===== config.mk =====
export PLATFORM = sky130hd
export DESIGN_NAME = uart_apb_ctrl
export DESIGN_NICKNAME = d
export VERILOG_FILES = /design/src/rtl/uart_apb_ctrl.sv
export SDC_FILE = /design/constraint.sdc
export NUM_CORES = 1
export LEC_CHECK = 0
export ABC_AREA = 1
export CORE_MARGIN = 8
export CORE_UTILIZATION = 52
export CTS_CLUSTER_DIAMETER = 100
export CTS_CLUSTER_SIZE = 14
export DETAILED_ROUTE_END_ITERATION = 10
export GPL_TIMING_DRIVEN = 0
export PLACE_DENSITY = 0.81
export SLEW_MARGIN = 20
export SYNTH_ARGS = -nofsm -noshare
export SYNTH_HDL_FRONTEND = slang
export SYNTH_SLANG_ARGS = --single-unit

===== constraint.sdc =====
create_clock -name aclk -period 3 [get_ports aclk]
set_input_delay 0.6 -clock aclk [delete_from_list [all_inputs] [get_ports aclk]]
set_output_delay 0.6 -clock aclk [all_outputs]
set_load 0.02 [all_outputs]

===== src/rtl/uart_apb_ctrl.sv =====
// APB register front-end for a UART core: TX/RX byte FIFOs, a TX launch
// sequencer, sticky receive error flags and a level interrupt.
module uart_apb_ctrl #(
    parameter int FIFO_DEPTH = 8,
    parameter int CW         = $clog2(FIFO_DEPTH) + 1
) (
    input  logic        aclk,
    input  logic        areset_n,
    input  logic        PSEL,
    input  logic        PENABLE,
    input  logic        PWRITE,
    input  logic [31:0] PADDR,
    input  logic [31:0] PWDATA,
    output logic [31:0] PRDATA,
    output logic        PREADY,
    output logic        PSLVERR,
    output logic [7:0]  tx_data,
    output logic        tx_send,
    input  logic        tx_done,
    input  logic [7:0]  rx_data,
    input  logic        rx_done,
    input  logic [2:0]  rx_error,
    output logic        tx_enable,
    output logic        rx_enable,
    output logic [1:0]  baud_rate,
    output logic [1:0]  parity_type,
    output logic        irq
);
    localparam int AW = CW - 1;
    localparam logic [CW-1:0] FULL_CNT = CW'(FIFO_DEPTH);

    typedef enum logic [1:0] {S_IDLE, S_SEND, S_WAIT, S_GAP} tx_state_e;

    tx_state_e     state_q, state_d;
    logic [7:0]    tx_mem [FIFO_DEPTH];
    logic [7:0]    rx_mem [FIFO_DEPTH];
    logic [AW-1:0] tx_wr_ptr_q, tx_wr_ptr_d, tx_rd_ptr_q, tx_rd_ptr_d;
    logic [AW-1:0] rx_wr_ptr_q, rx_wr_ptr_d, rx_rd_ptr_q, rx_rd_ptr_d;
    logic [CW-1:0] tx_cnt_q, tx_cnt_d, rx_cnt_q, rx_cnt_d;
    logic [8:0]    ctrl_q, ctrl_d;
    logic [3:0]    err_q, err_d;
    logic          tx_send_q, tx_send_d;
    logic [7:0]    tx_data_q, tx_data_d;
    logic          irq_q, irq_d;

    logic          access, wr_acc, rd_acc;
    logic [2:0]    reg_sel;
    logic          tx_full, tx_empty, rx_full, rx_empty, tx_busy;
    logic          tx_push, tx_pop, rx_push_req, rx_push, rx_pop, rx_ovf;
    logic          ctrl_wr, err_wr, slv_err;
    logic [31:0]   status, rd_data;
    logic          unused_bits;

    assign unused_bits = ^{PADDR[31:5], PADDR[1:0], PWDATA[31:9]};

    assign access  = PSEL & PENABLE;
    assign wr_acc  = access & PWRITE;
    assign rd_acc  = access & ~PWRITE;
    assign reg_sel = PADDR[4:2];

    assign tx_full  = (tx_cnt_q == FULL_CNT);
    assign tx_empty = (tx_cnt_q == '0);
    assign rx_full  = (rx_cnt_q == FULL_CNT);
    assign rx_empty = (rx_cnt_q == '0);
    assign tx_busy  = (state_q != S_IDLE);

    assign status = {8'd0, 8'(rx_cnt_q), 8'(tx_cnt_q), 3'd0,
                     tx_busy, rx_empty, rx_full, tx_empty, tx_full};

    // Rejected accesses must leave every register untouched.
    always_comb begin
        slv_err = 1'b0;
        case (reg_sel)
            3'd0:       slv_err = PWRITE & tx_full;
            3'd1:       slv_err = PWRITE | rx_empty;
            3'd2:       slv_err = PWRITE;
            3'd3, 3'd4: slv_err = 1'b0;
            default:    slv_err = 1'b1;
        endcase
    end

    always_comb begin
        rd_data = '0;
        if (rd_acc) begin
            case (reg_sel)
                3'd1:    rd_data = rx_empty ? 32'd0 : {24'd0, rx_mem[rx_rd_ptr_q]};
                3'd2:    rd_data = status;
                3'd3:    rd_data = {23'd0, ctrl_q};
                3'd4:    rd_data = {28'd0, err_q};
                default: rd_data = '0;
            endcase
        end
    end

    assign tx_push     = wr_acc & (reg_sel == 3'd0) & ~tx_full;
    assign rx_pop      = rd_acc & (reg_sel == 3'd1) & ~rx_empty;
    assign ctrl_wr     = wr_acc & (reg_sel == 3'd3);
    assign err_wr      = wr_acc & (reg_sel == 3'd4);
    assign tx_pop      = (state_q == S_SEND);
    assign rx_push_req = rx_done & ctrl_q[1];
    assign rx_push     = rx_push_req & (~rx_full | rx_pop);
    assign rx_ovf      = rx_push_req & rx_full & ~rx_pop;

    always_comb begin
        tx_wr_ptr_d = tx_wr_ptr_q + AW'(tx_push);
        tx_rd_ptr_d = tx_rd_ptr_q + AW'(tx_pop);
        tx_cnt_d    = tx_cnt_q + CW'(tx_push) - CW'(tx_pop);
        rx_wr_ptr_d = rx_wr_ptr_q + AW'(rx_push);
        rx_rd_ptr_d = rx_rd_ptr_q + AW'(rx_pop);
        rx_cnt_d    = rx_cnt_q + CW'(rx_push) - CW'(rx_pop);
        ctrl_d      = ctrl_wr ? PWDATA[8:0] : ctrl_q;
        // New error bits are OR-ed after the clear so a same-cycle set wins.
        err_d       = (err_q & ~(err_wr ? PWDATA[3:0] : 4'd0))
                      | {rx_ovf, rx_push_req ? rx_error : 3'd0};
        irq_d       = (ctrl_q[6] & ~rx_empty)
                      | (ctrl_q[7] & tx_empty & (state_q == S_IDLE))
                      | (ctrl_q[8] & (|err_q));
    end

    always_comb begin
        state_d   = state_q;
        tx_send_d = 1'b0;
        tx_data_d = tx_data_q;
        case (state_q)
            S_IDLE: begin
                if (ctrl_q[0] && !tx_empty) begin
                    state_d   = S_SEND;
                    tx_send_d = 1'b1;
                    tx_data_d = tx_mem[tx_rd_ptr_q];
                end
            end
            S_SEND:  state_d = S_WAIT;
            S_WAIT:  if (tx_done) state_d = S_GAP;
            S_GAP:   state_d = S_IDLE;
            default: state_d = S_IDLE;
        endcase
    end

    always_ff @(posedge aclk or negedge areset_n) begin
        if (!areset_n) begin
            state_q     <= S_IDLE;
            tx_wr_ptr_q <= '0;
            tx_rd_ptr_q <= '0;
            tx_cnt_q    <= '0;
            rx_wr_ptr_q <= '0;
            rx_rd_ptr_q <= '0;
            rx_cnt_q    <= '0;
            ctrl_q      <= '0;
            err_q       <= '0;
            tx_send_q   <= 1'b0;
            tx_data_q   <= '0;
            irq_q       <= 1'b0;
        end else begin
            state_q     <= state_d;
            tx_wr_ptr_q <= tx_wr_ptr_d;
            tx_rd_ptr_q <= tx_rd_ptr_d;
            tx_cnt_q    <= tx_cnt_d;
            rx_wr_ptr_q <= rx_wr_ptr_d;
            rx_rd_ptr_q <= rx_rd_ptr_d;
            rx_cnt_q    <= rx_cnt_d;
            ctrl_q      <= ctrl_d;
            err_q       <= err_d;
            tx_send_q   <= tx_send_d;
            tx_data_q   <= tx_data_d;
            irq_q       <= irq_d;
        end
    end

    // Storage carries no reset; only the pointers and counts define validity.
    always_ff @(posedge aclk) begin
        if (tx_push) tx_mem[tx_wr_ptr_q] <= PWDATA[7:0];
        if (rx_push) rx_mem[rx_wr_ptr_q] <= rx_data;
    end

    assign PRDATA      = rd_data;
    assign PSLVERR     = access & slv_err;
    assign PREADY      = 1'b1;
    assign tx_send     = tx_send_q;
    assign tx_data     = tx_data_q;
    assign irq         = irq_q;
    assign tx_enable   = ctrl_q[0];
    assign rx_enable   = ctrl_q[1];
    assign baud_rate   = ctrl_q[3:2];
    assign parity_type = ctrl_q[5:4];

endmodule


==> results.json, run 1 <==
{
  "cp-start-kind": "flop",
  "async_flop_share_pct": 26.0,
  "drive_above_1_share_pct": 13.2,
  "fin_worst_skew_ps": 18.9,
  "nNetsFinal": 913,
  "setup_viol": 0,
  "post-cts-setup-buffers": 0,
  "cts_sinks": 173,
  "status": "complete, no violations",
  "multiInputGateArea_um2": 2330,
  "grt_pass1_vias": 5277,
  "cts_tree": "built",
  "clock_path_buffers": 2,
  "r2r_start": "rx_cnt_q[2]",
  "rr_worst_depth": 12,
  "synth.largest_area_cell": "edfxtp_1",
  "dieArea_um2": 19000,
  "crit_path_max_incr_delay_ps": 340,
  "crit_path_end_kind": "output pin",
  "clk_latency_ps": 430,
  "drt-total-wl_um": 17300,
  "fin_util_pct": 63.9,
  "critPathKind": "flop to output pin",
  "synth_area_leaders": "edfxtp_1, dfrtp_1, nand2_1",
  "met1Wirelength_um": 7080,
  "period_share_pct": 98.6,
  "fillers": 1101,
  "core_um2": 14500,
  "ios": 132,
  "wire_per_inst_um": 17.2,
  "drc": 0,
  "ir_drop_mv": 0.609,
  "r2r_slack_ps": 440,
  "drt_pass1_iterations": 5,
  "via_count": 5346,
  "syn_area_um2": 7710,
  "cts-buffers-inserted": 17,
  "portBuffers": 62,
  "drv_cap": 0,
  "fmax_mhz": 338,
  "path_delay_family": "buffers and inverters",
  "r2r_end": "rx_cnt_q[2]",
  "p_leak_uw": 0.00383,
  "initial_utilization_pct": 53.0,
  "antenna_found_initial": 0,
  "via_per_inst": 5.33,
  "met2WireLength_um": 8430,
  "grt_max_degree": 27,
  "worstPathArrival_ps": 2360,
  "yosys_most_used_dff": "edfxtp_1",
  "die_height_um": 138,
  "cts_root_buffer": "clkbuf_16",
  "seq_area_um2": 4970,
  "path_max_fanout": 10,
  "synth.yosys.seq_area_share_pct": 64.5,
  "hp-class": "input pin to async pin",
  "top_layer_used": "met4",
  "final_antenna_net_count": 0,
  "grt.overflow.total": 0,
  "hold_slack_ps": 192,
  "synth_seq_cells": 173,
  "drv_slew": 0,
  "clk_pin_slew_ps": 70,
  "n_antenna_cell": 0,
  "path_cells": "buf_2 > inv_1 > clkbuf_4 > nand3_1 > nand2_1 > nand2_1 > nand3_1 > a21oi_2 > clkdlybuf4s15_2",
  "wl_met3_um": 1430,
  "timing.slew.headroom_pct": 34.3,
  "area_growth_pct": 20.5,
  "rsz0062_at_grt": "yes",
  "drt_iter0_markers": 452,
  "synth.avg_cell_area_um2": 10.9,
  "synth_edf_count": 128,
  "synth_cells": 709,
  "place_hpwl_um": 11800,
  "synth_cell_type_count": 32,
  "core.rowCount": 44,
  "power_density_nw_per_um2": 846,
  "hold_viol_final": 0,
  "htree_num_levels": 4,
  "slowest_stage": "dfrtp_1",
  "die_w_um": 138,
  "grt_usage_pct": 18.6,
  "finalCriticalPeriod_ps": 2960,
  "critPathRequiredTime_ps": 2400,
  "cts_hold_buf": 0,
  "gp_congestion": 0.867,
  "ys_warn_count": 0,
  "synth_top_area_share_pct": 49.9,
  "critPathBufInv": 4,
  "grt_pass1_wl_um": 26600,
  "worst_slew_pin_slew_ps": 978
}
==> how the worst max path moves through the flow <==
| stage | from | slack [ps] | endpoint | cells past startpoint |
|---|---|---|---|---|
| 6_report | rx_rd_ptr_q[1] | 40 | PRDATA[6] | 9 |
| 5_1_grt | rx_rd_ptr_q[1] | -50 | PRDATA[6] | 9 |
| 4_1_cts | PADDR[4] | 3 | PRDATA[11] | 6 |
| 3_5_place_dp | PADDR[2] | -380 | PRDATA[6] | 8 |
| 3_3_place_gp | PADDR[2] | -350 | PRDATA[6] | 8 |
| 2_1_floorplan | PSEL | 610 | rx_cnt_q[2] | 11 |
==> sequential cells by signal, summed over array words and instances (netlist names) <==
signal / cells
tx_mem: 64
rx_cnt_q: 4
rx_mem: 64
rx_rd_ptr_q: 3
tx_rd_ptr_q: 3
irq: 1
tx_wr_ptr_q: 3
tx_cnt_q: 4
state_q: 2
rx_wr_ptr_q: 3
tx_data: 8
ctrl_q: 9
tx_send: 1
err_q: 4
==> where the power goes <==
part | internal [µW] | switching, µW | total (µW)
clock network | 1340 | 980 | 2320
logic | 914 | 1580 | 2490
registers | 2860 | 179 | 3040
total | 5120 | 2740 | 7850
==> cells by family after synthesis <==
group	after synthesis	share of synthesized area, %
buf+inv	102	6.58
fa+ha+maj	25	4.25
flops	173	64.5
xor+xnor	8	0.909
other cells	2	0.0975
compound gates	70	5.02
mux	5	0.828
simple gates	324	17.8
==> routing by layer <==
| layer | GRT usage [%] | up-vias |
|---|---|---|
| met5 | 0 | - |
| met4 | 7.40 | 0 |
| met3 | 4.30 | 33 |
| met2 | 31.7 | 255 |
| met1 | 22.4 | 2500 |
| li1 | - | 2558 |
==> synthesized netlist by cell type, types with 10 or more instances <==
| cell | number |
|---|---|
| buf_2 | 12 |
| inv_1 | 52 |
| nor3_1 | 18 |
| edfxtp_1 | 128 |
| nand3_1 | 74 |
| a21oi_1 | 11 |
| clkbuf_1 | 10 |
| o21ai_0 | 43 |
| ha_1 | 23 |
| buf_4 | 21 |
| nor2_1 | 84 |
| dfrtp_1 | 45 |
| nand2_1 | 141 |
==> cell usage in the layout (no fill, tap or decap), types with 6 or more instances in the layout <==
cell type,n
a21oi_1,8
conb_1,17
inv_6,6
o21ai_0,43
nand3_1,74
nor3_2,7
clkbuf_16,17
o211ai_1,9
edfxtp_1,128
inv_1,51
clkdlybuf4s50_1,44
nor3_1,11
nand2_1,141
clkbuf_2,7
clkbuf_1,8
buf_4,21
dlygate4sd2_1,8
nor2_1,84
ha_1,23
dfrtp_1,45
buf_2,12
==> layout make-up <==
| cell class | count | share of cell area (%) |
|---|---|---|
| Clock inverter | 15 | 2.13 |
| Clock buffer | 17 | 4.58 |
| Tap cell | 184 | 2.48 |
| Buffer | 47 | 3.29 |
| Inverter | 55 | 2.25 |
| Multi-Input combinational cell | 449 | 25.1 |
| Timing Repair Buffer | 63 | 6.62 |
| Sequential cell | 173 | 53.5 |
==> through the flow <==
step           setup TNS [ps]  setup slack, ps  area, µm²  cells  total power, µW
3_3_place_gp            -9930             -352       8610    970             5420
4_1_cts                     0             2.56       9270   1003             7840
3_5_place_dp            -4750             -375       8660    971             5520
5_1_grt                  -103            -48.9       9280   1003             8290
6_report                    0             43.4       9280   1003             7850
2_1_floorplan               0              615       7760    724             4740
==> what timing repair did <==
| action | 4_1_cts | 5_1_grt |
|---|---|---|
| pin swaps | 0 | 1 |
| endpoints found under the setup margin | 16 | 9 |
| gates resized for setup | 25 | 19 |
==> worst reg2reg max path, delay by kind of cell, from the launching register on <==
kind                       cells  cell delay (ps)
DFF                            1              320
and+or+nand+nor                3              500
adders and majority gates      4             1070
xor gates and xnor gates       1              140
buffers and inverters          3              200
AOI/OAI and AO/OA              1              220
Note: power is estimated with default switching activity, not from simulation.
==> run 2, diff against run 1 <==
clock period = 2.8 ns   (was 3 ns; I/O delays follow)
==> results.json, run 2 (same netlist as run 1, synthesis figures left out) <==
{
  "status": "complete, no violations",
  "wire_per_inst_um": 17.4,
  "cts_root_buffer": "clkbuf_16",
  "crit_path_end_kind": "output pin",
  "n_antenna_cell": 0,
  "hold_viol_final": 0,
  "die_height_um": 138,
  "dieArea_um2": 19000,
  "final_antenna_net_count": 0,
  "antenna_found_initial": 0,
  "largest_registers": "rx_mem x64, tx_mem x64, ctrl_q x9",
  "nNetsFinal": 916,
  "htree_num_levels": 4,
  "drt-total-wl_um": 17500,
  "post-place-ws_ps": -495,
  "path_max_fanout": 7,
  "finalCriticalPeriod_ps": 2720,
  "rsz0062_at_grt": "no",
  "cp-start-kind": "input pin",
  "place_hpwl_um": 11800,
  "cts-buffers-inserted": 17,
  "drv_cap": 0,
  "worst_slew_pin_slew_ps": 986,
  "ir_drop_mv": 0.640,
  "critPathRequiredTime_ps": 2240,
  "clk_pin_slew_ps": 70,
  "cts_tree": "built",
  "crit_start": "PADDR[3]",
  "design_area_um2": 9310,
  "drive_above_1_share_pct": 14.2,
  "hp-class": "input pin to async pin",
  "fin_worst_skew_ps": 19.1,
  "core.rowCount": 44,
  "gp_congestion": 0.867,
  "setup_viol": 0,
  "drt_iter0_markers": 485,
  "drc": 0,
  "worstPathArrival_ps": 2160,
  "portBuffers": 62,
  "power_density_nw_per_um2": 905,
  "area_growth_pct": 20.9,
  "grt_usage_pct": 18.8,
  "ios": 132,
  "hold_slack_ps": 152,
  "grt_max_degree": 27,
  "p_leak_uw": 0.00386,
  "final_common_cell": "nand2_1",
  "power_uw": 8430,
  "die_w_um": 138,
  "core_um2": 14500,
  "critPathKind": "input pin to output pin",
  "clock_path_buffers": 2,
  "grt.overflow.total": 0,
  "fmax_mhz": 368,
  "initial_utilization_pct": 53.0,
  "drt_pass1_iterations": 8,
  "via_per_inst": 5.42,
  "grt_pass1_vias": 5346,
  "postLayoutSetupSlackWorst_ps": 83.4,
  "cts_sinks": 173,
  "r2r_start": "rx_cnt_q[2]",
  "grt_pass1_wl_um": 26900,
  "period_share_pct": 97.0,
  "layout_common_cells": "nand2_1, edfxtp_1, nor2_1",
  "via_count": 5455,
  "drv_slew": 0,
  "timing.slew.headroom_pct": 33.8,
  "place_area_um2": 8660,
  "cts_hold_buf": 0,
  "clk_latency_ps": 430
}
-- run 2: cell types whose count changed in the layout (fill, tap and decap cells not counted), sizes merged --
cell,change
inv,-1
clkinvlp,+1
dlygate4sd2,+2
clkdlybuf4s15,-3
buf,+11
clkdlybuf4s50,-2
clkbuf,-5
-- run 2: timing repair --
action                     4_1_cts  5_1_grt
resized for setup               51       11
pin swaps                        1        3
setup endpoints to repair       17       10
setup buffers                    3        1
-- run 2: report_power, final --
group / leakage (µW) / switching [µW] / internal (µW)
clock network: 0.000305 / 1040 / 1440
registers: 0.00171 / 193 / 3060
logic: 0.00184 / 1700 / 993
total: 0.00386 / 2940 / 5490
-- run 2: stage by stage --
| stage | utilization, % | std cells | TNS (ps) |
|---|---|---|---|
| floorplan | - | 724 | 0 |
| global placement | 59.3 | 970 | -28810 |
| detailed placement | 59.6 | 971 | -13680 |
| CTS | 64.0 | 1006 | -2.61 |
| global route | 64.1 | 1006 | 0 |
| finish | 64.1 | 1006 | 0 |
-- run 2: layer usage --
metal,vias up,wire (µm),GRT usage (%)
met3,47,1360,4.30
li1,2564,-,-
met5,-,0,0
met1,2564,7150,22.5
met2,280,8530,32.0
met4,0,436,7.82
-- run 2: worst paths after layout --
path                                   to  slack, ps  cells past startpoint
min                            tx_data[6]        150                      1
min in group aclk              tx_data[2]        480                      2
max                             PRDATA[3]         80                      9
max reg2reg                   rx_cnt_q[2]        280                     12
max in group asynchronous  rx_wr_ptr_q[0]       2100                      2
min reg2reg                    tx_data[2]        480                      2
-- run 2: critical path, stage by stage --
cell,delay [ps]
clkdlybuf4s50_1,500
nor3_2,200
nand2_2,130
inv_4,120
buf_4,120
buf_4,90
nand3_1,80
a21oi_2,170
buf_4,170
-- run 2: final cells by class --
cell class / instances / area [µm²]
flip-flops and latches: 173 / 4970
fillers: 1101 / 5220
clock buffers: 17 / 425
plain buffers: 46 / 304
inverters: 55 / 213
clock inverters: 15 / 198
well taps: 184 / 230
multi-input cells: 449 / 2340
repair buffers: 67 / 631
